<file path="src/rtl/mem_access_unit_pkg.sv">
// Shared types and constants for the MEM-stage SRAM access unit.
package mem_access_unit_pkg;

    typedef enum logic [1:0] {
        IDLE = 2'd0,
        LO   = 2'd1,
        HI   = 2'd2,
        DONE = 2'd3
    } state_t;

    localparam int unsigned BASE_ADDR_DEF = 1024;
    localparam int unsigned SRAM_DW       = 16;

endpackage

</file>
<file path="src/rtl/mem_access_unit_sram_half_access.sv">
// One half-word SRAM access: wait counter, write strobes and read-sample timing.
module sram_half_access
    import mem_access_unit_pkg::*;
#(
    parameter int unsigned WAIT = 2
) (
    input  logic               clk,
    input  logic               rst,
    input  logic               active,
    input  logic               write,
    input  logic [SRAM_DW-1:0] wdata,
    output logic               last_c,
    output logic               sample_c,
    output logic               we_n_c,
    output logic               dq_oe_c,
    output logic [SRAM_DW-1:0] dq_out_c
);

    localparam int unsigned CNT_W = (WAIT > 1) ? $clog2(WAIT) : 1;

    logic [CNT_W-1:0] cnt_q;
    logic             drive_c;

    assign last_c   = active && (cnt_q == CNT_W'(WAIT - 1));
    assign sample_c = last_c && !write;
    assign drive_c  = active && write;
    assign we_n_c   = !drive_c;
    assign dq_oe_c  = drive_c;
    assign dq_out_c = drive_c ? wdata : '0;

    // Counter restarts at every half boundary so LO and HI each get WAIT cycles.
    always_ff @(posedge clk or negedge rst) begin
        if (!rst) begin
            cnt_q <= '0;
        end else if (!active || last_c) begin
            cnt_q <= '0;
        end else begin
            cnt_q <= cnt_q + CNT_W'(1);
        end
    end

endmodule

</file>
<file path="src/rtl/mem_access_unit.sv">
// MEM stage: 32-bit loads/stores as two 16-bit SRAM accesses, plus the MEM/WB register.
module mem_access_unit
    import mem_access_unit_pkg::*;
#(
    parameter int unsigned BASE_ADDR = BASE_ADDR_DEF,
    parameter int unsigned ADDR_W    = 18,
    parameter int unsigned WAIT      = 2
) (
    input  logic               clk,
    input  logic               rst,
    input  logic               WB_EN,
    input  logic               MEM_R_EN,
    input  logic               MEM_W_EN,
    input  logic [31:0]        ALU_Res,
    input  logic [31:0]        Val_Rm,
    input  logic [3:0]         Dest,
    output logic               ready,
    output logic [ADDR_W-1:0]  SRAM_ADDR,
    output logic [SRAM_DW-1:0] SRAM_DQ_out,
    output logic               SRAM_DQ_oe,
    input  logic [SRAM_DW-1:0] SRAM_DQ_in,
    output logic               SRAM_WE_N,
    output logic               WB_EN_out,
    output logic               MEM_R_EN_out,
    output logic [31:0]        ALU_Res_out,
    output logic [31:0]        Mem_Data_out,
    output logic [3:0]         Dest_out
);

    state_t state_q, state_d;

    logic               rd_q;
    logic               wb_q;
    logic [31:0]        alu_q;
    logic [31:0]        wdata_q;
    logic [3:0]         dest_q;
    logic [ADDR_W-1:0]  lo_addr_q;
    logic [SRAM_DW-1:0] data_lo_q;
    logic [SRAM_DW-1:0] data_hi_q;

    logic               req_c;
    logic               active_c;
    logic               is_hi_c;
    logic               last_c;
    logic               sample_c;
    logic [ADDR_W-1:0]  lo_addr_c;
    logic [SRAM_DW-1:0] half_wdata_c;

    assign req_c        = MEM_R_EN || MEM_W_EN;
    assign active_c     = (state_q == LO) || (state_q == HI);
    assign is_hi_c      = (state_q == HI);
    // Word offset from the SRAM base, doubled into a half-word address; byte bits dropped.
    assign lo_addr_c    = ADDR_W'(((ALU_Res - 32'(BASE_ADDR)) >> 2) << 1);
    assign half_wdata_c = is_hi_c ? wdata_q[31:16] : wdata_q[15:0];
    assign SRAM_ADDR    = active_c ? (lo_addr_q | ADDR_W'(is_hi_c)) : '0;

    sram_half_access #(
        .WAIT (WAIT)
    ) u_half (
        .clk      (clk),
        .rst      (rst),
        .active   (active_c),
        .write    (!rd_q),
        .wdata    (half_wdata_c),
        .last_c   (last_c),
        .sample_c (sample_c),
        .we_n_c   (SRAM_WE_N),
        .dq_oe_c  (SRAM_DQ_oe),
        .dq_out_c (SRAM_DQ_out)
    );

    always_ff @(posedge clk or negedge rst) begin
        if (!rst) begin
            state_q <= IDLE;
        end else begin
            state_q <= state_d;
        end
    end

    // Sequencing: one request walks LO -> HI -> DONE and always returns through IDLE.
    always_comb begin
        state_d = state_q;
        ready   = 1'b0;
        case (state_q)
            IDLE: begin
                ready = !req_c;
                if (req_c) begin
                    state_d = LO;
                end
            end
            LO: begin
                if (last_c) begin
                    state_d = HI;
                end
            end
            HI: begin
                if (last_c) begin
                    state_d = DONE;
                end
            end
            DONE: begin
                ready   = 1'b1;
                state_d = IDLE;
            end
            default: state_d = IDLE;
        endcase
    end

    // Request capture and read-data sampling; a read wins when both enables are set.
    always_ff @(posedge clk or negedge rst) begin
        if (!rst) begin
            rd_q      <= 1'b0;
            wb_q      <= 1'b0;
            alu_q     <= '0;
            wdata_q   <= '0;
            dest_q    <= '0;
            lo_addr_q <= '0;
            data_lo_q <= '0;
            data_hi_q <= '0;
        end else begin
            if ((state_q == IDLE) && req_c) begin
                rd_q      <= MEM_R_EN;
                wb_q      <= WB_EN;
                alu_q     <= ALU_Res;
                wdata_q   <= Val_Rm;
                dest_q    <= Dest;
                lo_addr_q <= lo_addr_c;
            end
            if (sample_c && !is_hi_c) begin
                data_lo_q <= SRAM_DQ_in;
            end
            if (sample_c && is_hi_c) begin
                data_hi_q <= SRAM_DQ_in;
            end
        end
    end

    // MEM/WB register: pass-through when idle, latched result in DONE, bubble while stalled.
    always_ff @(posedge clk or negedge rst) begin
        if (!rst) begin
            WB_EN_out    <= 1'b0;
            MEM_R_EN_out <= 1'b0;
            ALU_Res_out  <= '0;
            Mem_Data_out <= '0;
            Dest_out     <= '0;
        end else if (ready && (state_q == IDLE)) begin
            WB_EN_out    <= WB_EN;
            MEM_R_EN_out <= 1'b0;
            ALU_Res_out  <= ALU_Res;
            Mem_Data_out <= '0;
            Dest_out     <= Dest;
        end else if (ready) begin
            WB_EN_out    <= wb_q;
            MEM_R_EN_out <= rd_q;
            ALU_Res_out  <= alu_q;
            Mem_Data_out <= rd_q ? {data_hi_q, data_lo_q} : '0;
            Dest_out     <= dest_q;
        end else begin
            WB_EN_out    <= 1'b0;
            MEM_R_EN_out <= 1'b0;
        end
    end

endmodule

</file>
<file path="config.mk">
export PLATFORM = sky130hd
export DESIGN_NAME = mem_access_unit
export DESIGN_NICKNAME = d
export VERILOG_FILES = /design/src/rtl/mem_access_unit_pkg.sv /design/src/rtl/mem_access_unit_sram_half_access.sv /design/src/rtl/mem_access_unit.sv
export SDC_FILE = /design/constraint.sdc
export NUM_CORES = 1
export LEC_CHECK = 0
export ABC_AREA = 1
export CORE_MARGIN = 2
export CORE_UTILIZATION = 53
export DETAILED_ROUTE_END_ITERATION = 8
export PLACE_DENSITY = 0.95
export SLEW_MARGIN = 20
export SYNTH_ARGS = -nofsm -noshare
export SYNTH_HDL_FRONTEND = slang
export SYNTH_SLANG_ARGS = --single-unit
</file>
<file path="constraint.sdc">
create_clock -name clk -period 2.5 [get_ports clk]
set_input_delay 0.25 -clock clk [delete_from_list [all_inputs] [get_ports clk]]
set_output_delay 0.25 -clock clk [all_outputs]
set_load 0.1 [all_outputs]
</file>
# Word-level counts from Yosys, hierarchy flattened
# Index checks and enable logic that the tools add are counted.
dict set report totals {
  elab_cells 62
  regBits 192
  inputBits 89
  output_inout_bits 107
}
dict set report op_classes {
  n_bitwise 1
  reduce_logical 18
  n_eq_ne 6
  n_addsub 2
  muxes 20
}
# operator count
set ops {}
lappend ops {{$mux W32} 5}
lappend ops {{$mux W16} 2}
lappend ops {{$sub A19 B11 Y19 const B} 1}
lappend ops {{$mux W18} 1}
lappend ops {{$or A18 B1 Y18} 1}
lappend ops {{$mux W4} 2}
lappend ops {{$pmux W2 S4} 1}
lappend ops {{$logic_and A1 B1 Y1} 7}
lappend ops {{$mux W2} 3}
lappend ops {{$logic_not A1 Y1} 5}
lappend ops {{$mux W1} 5}
lappend ops {{$eq A2 B2 Y1 const B} 2}
lappend ops {{$ne A2 B1 Y1 const B} 2}
lappend ops {{$logic_or A1 B1 Y1} 3}
lappend ops {{$reduce_and A3 Y1} 1}
lappend ops {{$eq A2 B1 Y1 const B} 1}
lappend ops {{$logic_not A2 Y1} 1}
lappend ops {{$ne A2 B2 Y1 const B} 1}
lappend ops {{$pmux W1 S2} 1}
lappend ops {{$reduce_bool A2 Y1} 1}
lappend ops {{$add A1 B1 Y1 const B} 1}

# Longest topological paths before layout
# Gate-level depths: netlist (run 1).
dict set report logic_depth {
  depth_word 5
  depth_mapped 11
  ltp_nobuf 8
}

# Hierarchy
# Synthesis (run 1) repeated with hierarchy kept, for this count alone.
dict set report hier_totals {
  cells_unflattened 996
  hier_area_um2 8176.6
}
# module cells_each area_each_um2 instances seq_area_each_um2
set by_module_without_submodules {}
lappend by_module_without_submodules {mem_access_unit 955 7917.6 1 4579.4}
lappend by_module_without_submodules {sram_half_access 41 259.0 1 25.0}

# Least setup slack after synthesis (run 1)
# Ideal clock, no wire load.
dict set report synth_path {
  kind {reg2out}
  startpoint {register state_q[0]}
  endpoint {output port SRAM_DQ_out[10]}
  t_arrival_ns 3.058
  setup_slack_ns -0.808
  t_required_ns 2.250
  stages_incl_launch_ff 8
  n_path_buf 2
  path_cell_list {dfrtp_1 inv_1 ha_1 inv_2 or2_1 buf_2 buf_2 a21oi_1}
}
dict set report synth_via {
  elab_chain_len 4
  word_cells_on_any_way 6
  classes_between {2 x eq/ne; 2 x mux; 2 x reduce/logical}
}
# element line
set synth_rtl {}
lappend synth_rtl {{start, declared} mem_access_unit.sv:30} ;# state_t state_q, state_d;
lappend synth_rtl {{start signal, assigned} mem_access_unit.sv:76} ;# state_q <= state_d;
lappend synth_rtl {{$eq A2 B1 Y1 or $eq A2 B2 Y1 (tied branches)} {mem_access_unit.sv:50, mem_access_unit.sv:51}}
lappend synth_rtl {{$logic_or A1 B1 Y1} mem_access_unit.sv:50} ;# assign active_c = (state_q == LO) || (state_q == HI);
lappend synth_rtl {{$logic_and A1 B1 Y1} mem_access_unit_sram_half_access.sv:26} ;# assign drive_c = active && write;
lappend synth_rtl {{$mux W16 (*)} mem_access_unit_sram_half_access.sv:29} ;# assign dq_out_c = drive_c ? wdata : '0;
lappend synth_rtl {{end, declared} mem_access_unit.sv:19} ;# output logic [SRAM_DW-1:0] SRAM_DQ_out,
# Mark *: on every way between the ends. The rest lies on a longest branch, timed or not.

# Worst setup path after layout (run 1)
dict set report layout_path {
  startpoint {register state_q[0]}
  endpoint {output port SRAM_DQ_out[6]}
}
# The elaborated chain is that of the path after synthesis.

==> summary.txt, run 1 <==
run status - complete, but fails checks
violated checks - DRC
Worst-Margin Slew - 582 ps
drt pass-1 iters - 8
die height - 127 microns
skew final - 7.90 ps
Syn Inst Count - 950
reg2reg setup slack - 460 ps
final WL - 20700 microns
nets - 1228
crit end category - output pin
Seq/Total Area, Yosys - 57.6%
critical path arrival - 2170 ps
met3 wire len - 1480 microns
Routed Antenna Nets - 0
Worst-Skew Late Latency - 430 ps
CTS H-tree lvls - 4
Final Cycle Share - 96.9%
min cycle time layout - 2420 ps
Post-Route M1 WL - 8270 microns
hold path endpoint - wdata_q[26]
Via-to-Cell Ratio - 5.22
fin cells - 1329
Num CTS Buffers - 17
post-synth cell types - 24
final core occ - 75.3%
total die area - 16100 sq um
max-slew violations - 0
TritonCTS clock tree - done
Avg WL per Cell - 15.5 microns
reg2reg end - data_lo_q[12]
DPL Wire Length - 13700 microns
Worst Hold Depth - 3
worst slack, placed - 315 ps
met2 WL post-DR - 10300 microns
dpl cells - 1295
Setup WS post-layout - 77.5 ps
Mapped Nets - 1046
GR Overflow Total - 0
largest net degree at the start of global routing - 89
FF-to-FF Start - state_q[0]
Crit Path Category - reg2out
area post-placement - 10400 sq um
Core ar. - 14600 sq um
synthesized cell area - 7990 sq um
I/O pin count - 196
Iter 0 DRT Violations - 592
Clock transition at path regs - 70 ps
final hold violations - 0
worst endpoint required time - 2250 ps
global-route wire length before repair - 32900 microns
CP startpoint - state_q[0]
layout cell share with drive strength beyond 1 - 17.7%
Ys Warns - 0
number of synthesized register bits - 184
final setup violation count - 0
DR vias - 6941
Top Metal Used - met4
Layout area overhead - 38.1%
GPL Wtd Cong - 0.818
antenna violations before repair - 0
Min-Delay Path Class - in2reg
clock sink total - 184
final instance area - 11000 sq um
Cell Rows - 44
Worst slew margin - 61.2%
post-route DRC violation count - 1
number of port buffers - 195
Max-Cap Viols - 0
crit path launch type - register
clk buf depth - 2
Die W - 127 microns
Antenna diodes - 0
Starting Density - 54.5%
vias in the first global route - 6792
CP max FO - 18
r2r worst-path depth - 8
Max Fclk - 413 MHz
Hold Crit Start - Val_Rm[26]
mean area per synthesized cell - 8.41 sq um
root buffer cell - clkbuf_16
GR Util All Layers - 25.7%
-- worst max-delay path by stage --
stage	end	cells after the start	slack, ps
after floorplan	SRAM_DQ_out[0]	6	-410
after global placement	SRAM_DQ_out[0]	7	470
after detailed placement	data_hi_q[3]	7	320
after CTS	SRAM_DQ_out[4]	7	-30
after global routing	SRAM_DQ_out[2]	7	-9
final	SRAM_DQ_out[6]	7	80
-- area by class of cell --
| class | instances | area (sq um) |
|---|---|---|
| Clock inverter | 15 | 185 |
| Fill cell | 963 | 3620 |
| Inverter | 107 | 403 |
| Multi-Input combinational cell | 608 | 2830 |
| Timing Repair Buffer | 214 | 2350 |
| Sequential cell | 184 | 4600 |
| Clock buffer | 17 | 425 |
| Tap cell | 184 | 230 |
-- flip-flops by register name, summed over array words and instances, names as in the netlist --
signal	flops
ALU_Res_out	32
Dest_out	4
MEM_R_EN_out	1
Mem_Data_out	32
WB_EN_out	1
alu_q	32
data_hi_q	16
data_lo_q	16
dest_q	4
lo_addr_q	9
rd_q	1
state_q	2
u_half.cnt_q	1
wb_q	1
wdata_q	32
-- metal layers --
metal  up-vias  global-route usage [%]
li1       3291                       -
met1      3308                    32.3
met2       291                    43.6
met3        51                    6.24
met4         0                    9.37
met5         -                       0
-- cells by family after synthesis --
logic type,count (synthesis),synth area share [%]
flops,184,57.6
buf+inv,158,8.71
compound gates,185,12.3
fa+ha+maj,7,1.10
xor+xnor,1,0.110
simple gates,415,20.2
-- Yosys cell counts, drive strengths merged --
library cell | n | share of area [%]
nand2 | 365 | 17
dfrtp | 184 | 58
o21ai | 164 | 11
inv | 105 | 4.9
buf | 35 | 2.9
nor2 | 30 | 1.6
a21oi | 20 | 1.3
clkbuf | 16 | 0.75
nand3 | 13 | 0.81
ha | 7 | 1.1
or2 | 6 | 0.47
clkinv | 2 | 0.094
nand4 | 1 | 0.078
o22ai | 1 | 0.078
xnor2 | 1 | 0.11
-- worst max-delay path, cell delays in order, from the launching register on --
cell and delay, ps:
dfrtp_1 400, inv_1 120, ha_2 360, inv_2 40
or2_1 210, buf_6 200, a21oi_2 210, buf_12 200
-- through the flow --
step	setup TNS (ps)	hold slack (ps)
finish	0	348
global route	-26.0	355
CTS	-59.6	338
detailed placement	0	298
global placement	0	299
floorplan	-2990	-45.6
-- cells in the final DEF (no fill, tap or decap), drive strengths merged --
master and n:
buf 125, a21oi 20, dfrtp 184, clkinvlp 2, nor2 30, o21ai 164, inv 112, xnor2 1
nand4 1, clkbuf 18, bufinv 2, clkinv 6, o22ai 1, clkdlybuf4s50 87, nand2 365, dlygate4sd3 1
ha 7, or2 6, nand3 13
-- repair_timing --
item,4_1_cts,5_1_grt
gates resized for setup,5,5
hold buffers,1,0
endpoints found under the setup margin,16,14
setup buffers,0,1
endpoints found under the hold margin,67,0
Power of run 1 is not shown: default switching activity piles up to over one toggle a cycle in this logic, so the estimate is an artifact.
==> run 2, diff against run 1 <==
--- a/config.mk
+++ b/config.mk
@@ -8,6 +8,7 @@
 export ABC_AREA = 1
 export CORE_MARGIN = 2
 export CORE_UTILIZATION = 53
+export CTS_BUF_LIST = sky130_fd_sc_hd__clkbuf_16
 export DETAILED_ROUTE_END_ITERATION = 8
 export PLACE_DENSITY = 0.95
 export SLEW_MARGIN = 20
==> results of run 2 <==
Final layout, timing and power as in run 1 (identical DEF).
Power of run 2 is left out for the same reason.
==> run 3, diff against run 2 <==
--- a/config.mk
+++ b/config.mk
@@ -6,10 +6,13 @@
 export NUM_CORES = 1
 export LEC_CHECK = 0
 export ABC_AREA = 1
+export CELL_PAD_IN_SITES_DETAIL_PLACEMENT = 2
+export CELL_PAD_IN_SITES_GLOBAL_PLACEMENT = 2
 export CORE_MARGIN = 2
-export CORE_UTILIZATION = 53
+export CORE_UTILIZATION = 31
 export CTS_BUF_LIST = sky130_fd_sc_hd__clkbuf_16
 export DETAILED_ROUTE_END_ITERATION = 8
+export GPL_TIMING_DRIVEN = 0
 export PLACE_DENSITY = 0.95
 export SLEW_MARGIN = 20
 export SYNTH_ARGS = -nofsm -noshare
==> summary.txt, run 3 (synthesis results as in run 1) <==
largest net degree at the start of global routing - 86
Max-Cap Viols - 0
reg2reg setup slack - 420 ps
antenna violations before repair - 1
Layout area overhead - 41.6%
layout cell share with drive strength beyond 1 - 13.3%
root buffer cell - clkbuf_16
Starting Density - 31.6%
fin cells - 1517
Worst slew margin - 28.9%
Routed Antenna Nets - 0
number of port buffers - 195
I/O pin count - 196
total die area - 27100 sq um
Antenna diodes - 0
crit end category - output pin
Crit Path Category - reg2out
multi-input logic area - 2800 sq um
TritonCTS clock tree - done
Worst-Skew Late Latency - 440 ps
commonest non-fill, non-tap cells in the layout - nand2_1 (362), dfrtp_1 (184), clkdlybuf4s50_1 (157)
vias in the first global route - 8179
max-slew violations - 0
nets - 1270
CTS H-tree lvls - 4
Via-to-Cell Ratio - 4.72
worst endpoint required time - 2250 ps
global-route wire length before repair - 44700 microns
die height - 165 microns
Avg WL per Cell - 18.4 microns
CP max FO - 9
DR vias - 7156
Core ar. - 25300 sq um
FF-to-FF Start - state_q[0]
drt pass-1 iters - 4
FF+latch area - 4600 sq um
run status - completed
Worst-Margin Slew - 1060 ps
clk buf depth - 2
commonest non-fill, non-tap cell in the layout - nand2_1
final WL - 27900 microns
# fillers - 2779
GPL Wtd Cong - 0.781
clock sink total - 184
Die W - 165 microns
Max Fclk - 411 MHz
skew final - 17.5 ps
final hold violations - 0
DPL Wire Length - 20600 microns
Clock transition at path regs - 80 ps
post-route DRC violation count - 0
r2r worst-path depth - 7
GR Overflow Total - 0
reg2reg end - Mem_Data_out[29]
Cell Rows - 58
setup TNS - 0 ps
min cycle time layout - 2430 ps
final setup violation count - 0
Final Cycle Share - 97.3%
Num CTS Buffers - 17
GR Util All Layers - 21.4%
Min-Delay Path Class - in2async
Iter 0 DRT Violations - 258
crit path launch type - register
critical path arrival - 2180 ps
dpl cells - 1477
## run 3: changes by cell type in the layout (fill, tap and decap cells not counted), moves of 3 or more
cell,delta
clkdlybuf4s50_1,+70
buf_4,-60
buf_12,-31
buf_2,+22
buf_6,+15
clkbuf_1,+13
clkdlybuf4s15_2,+7
a21oi_1,+6
a21oi_2,-5
clkinv_8,+3
## run 3: metrics by stage
stage               worst slack [ps]  hold slack, ps  cell area (sq um)  utilization [%]
global placement               -6790             454              10400             41.3
global route                   -15.9             327              11300             44.8
floorplan                       -411           -45.6               8080                -
detailed placement              -804             168              10500             41.6
CTS                             5.83             312              11200             44.3
finish                          68.3             306              11300             44.8
## run 3: area by class of cell
class | count | share of cell area (%)
Tap cell | 330 | 3.65
Multi-Input combinational cell | 608 | 24.8
Timing Repair Buffer | 205 | 19.0
Inverter | 107 | 3.59
Sequential cell | 184 | 40.7
Clock inverter | 15 | 1.59
Buffer | 51 | 2.95
Clock buffer | 17 | 3.76
## run 3: critical path, cell delays in order, from the launching register on
cell	delay, ps
dfrtp_1	390
inv_2	100
ha_4	280
inv_2	70
or2_1	230
buf_6	150
a21oi_1	250
buf_6	280
## run 3: repair_timing
action                                 4_1_cts  5_1_grt
hold buffers                                 1        0
gates resized for setup                    224       27
buffers inserted                             4        3
pin swaps                                    0        1
setup endpoints to repair                   37       23
endpoints found under the hold margin       38        0
## run 3: how the worst max path moves through the flow
stage | from | to | depth (start not counted)
6_report | state_q[0] | SRAM_DQ_out[2] | 7
5_1_grt | state_q[0] | ready | 9
4_1_cts | state_q[1] | SRAM_DQ_out[6] | 8
3_5_place_dp | state_q[0] | SRAM_WE_N | 7
3_3_place_gp | rst | wdata_q[6] | 1
2_1_floorplan | state_q[0] | SRAM_DQ_out[0] | 6
## run 3: layer usage
layer	GRT usage [%]	vias to the layer above	wire, microns
met1	26.9	3599	11900
met3	3.94	29	1300
met5	0	-	0
met4	6.21	0	525
met2	37.4	151	14200
li1	-	3377	-
Power of run 3 is left out for the same reason.
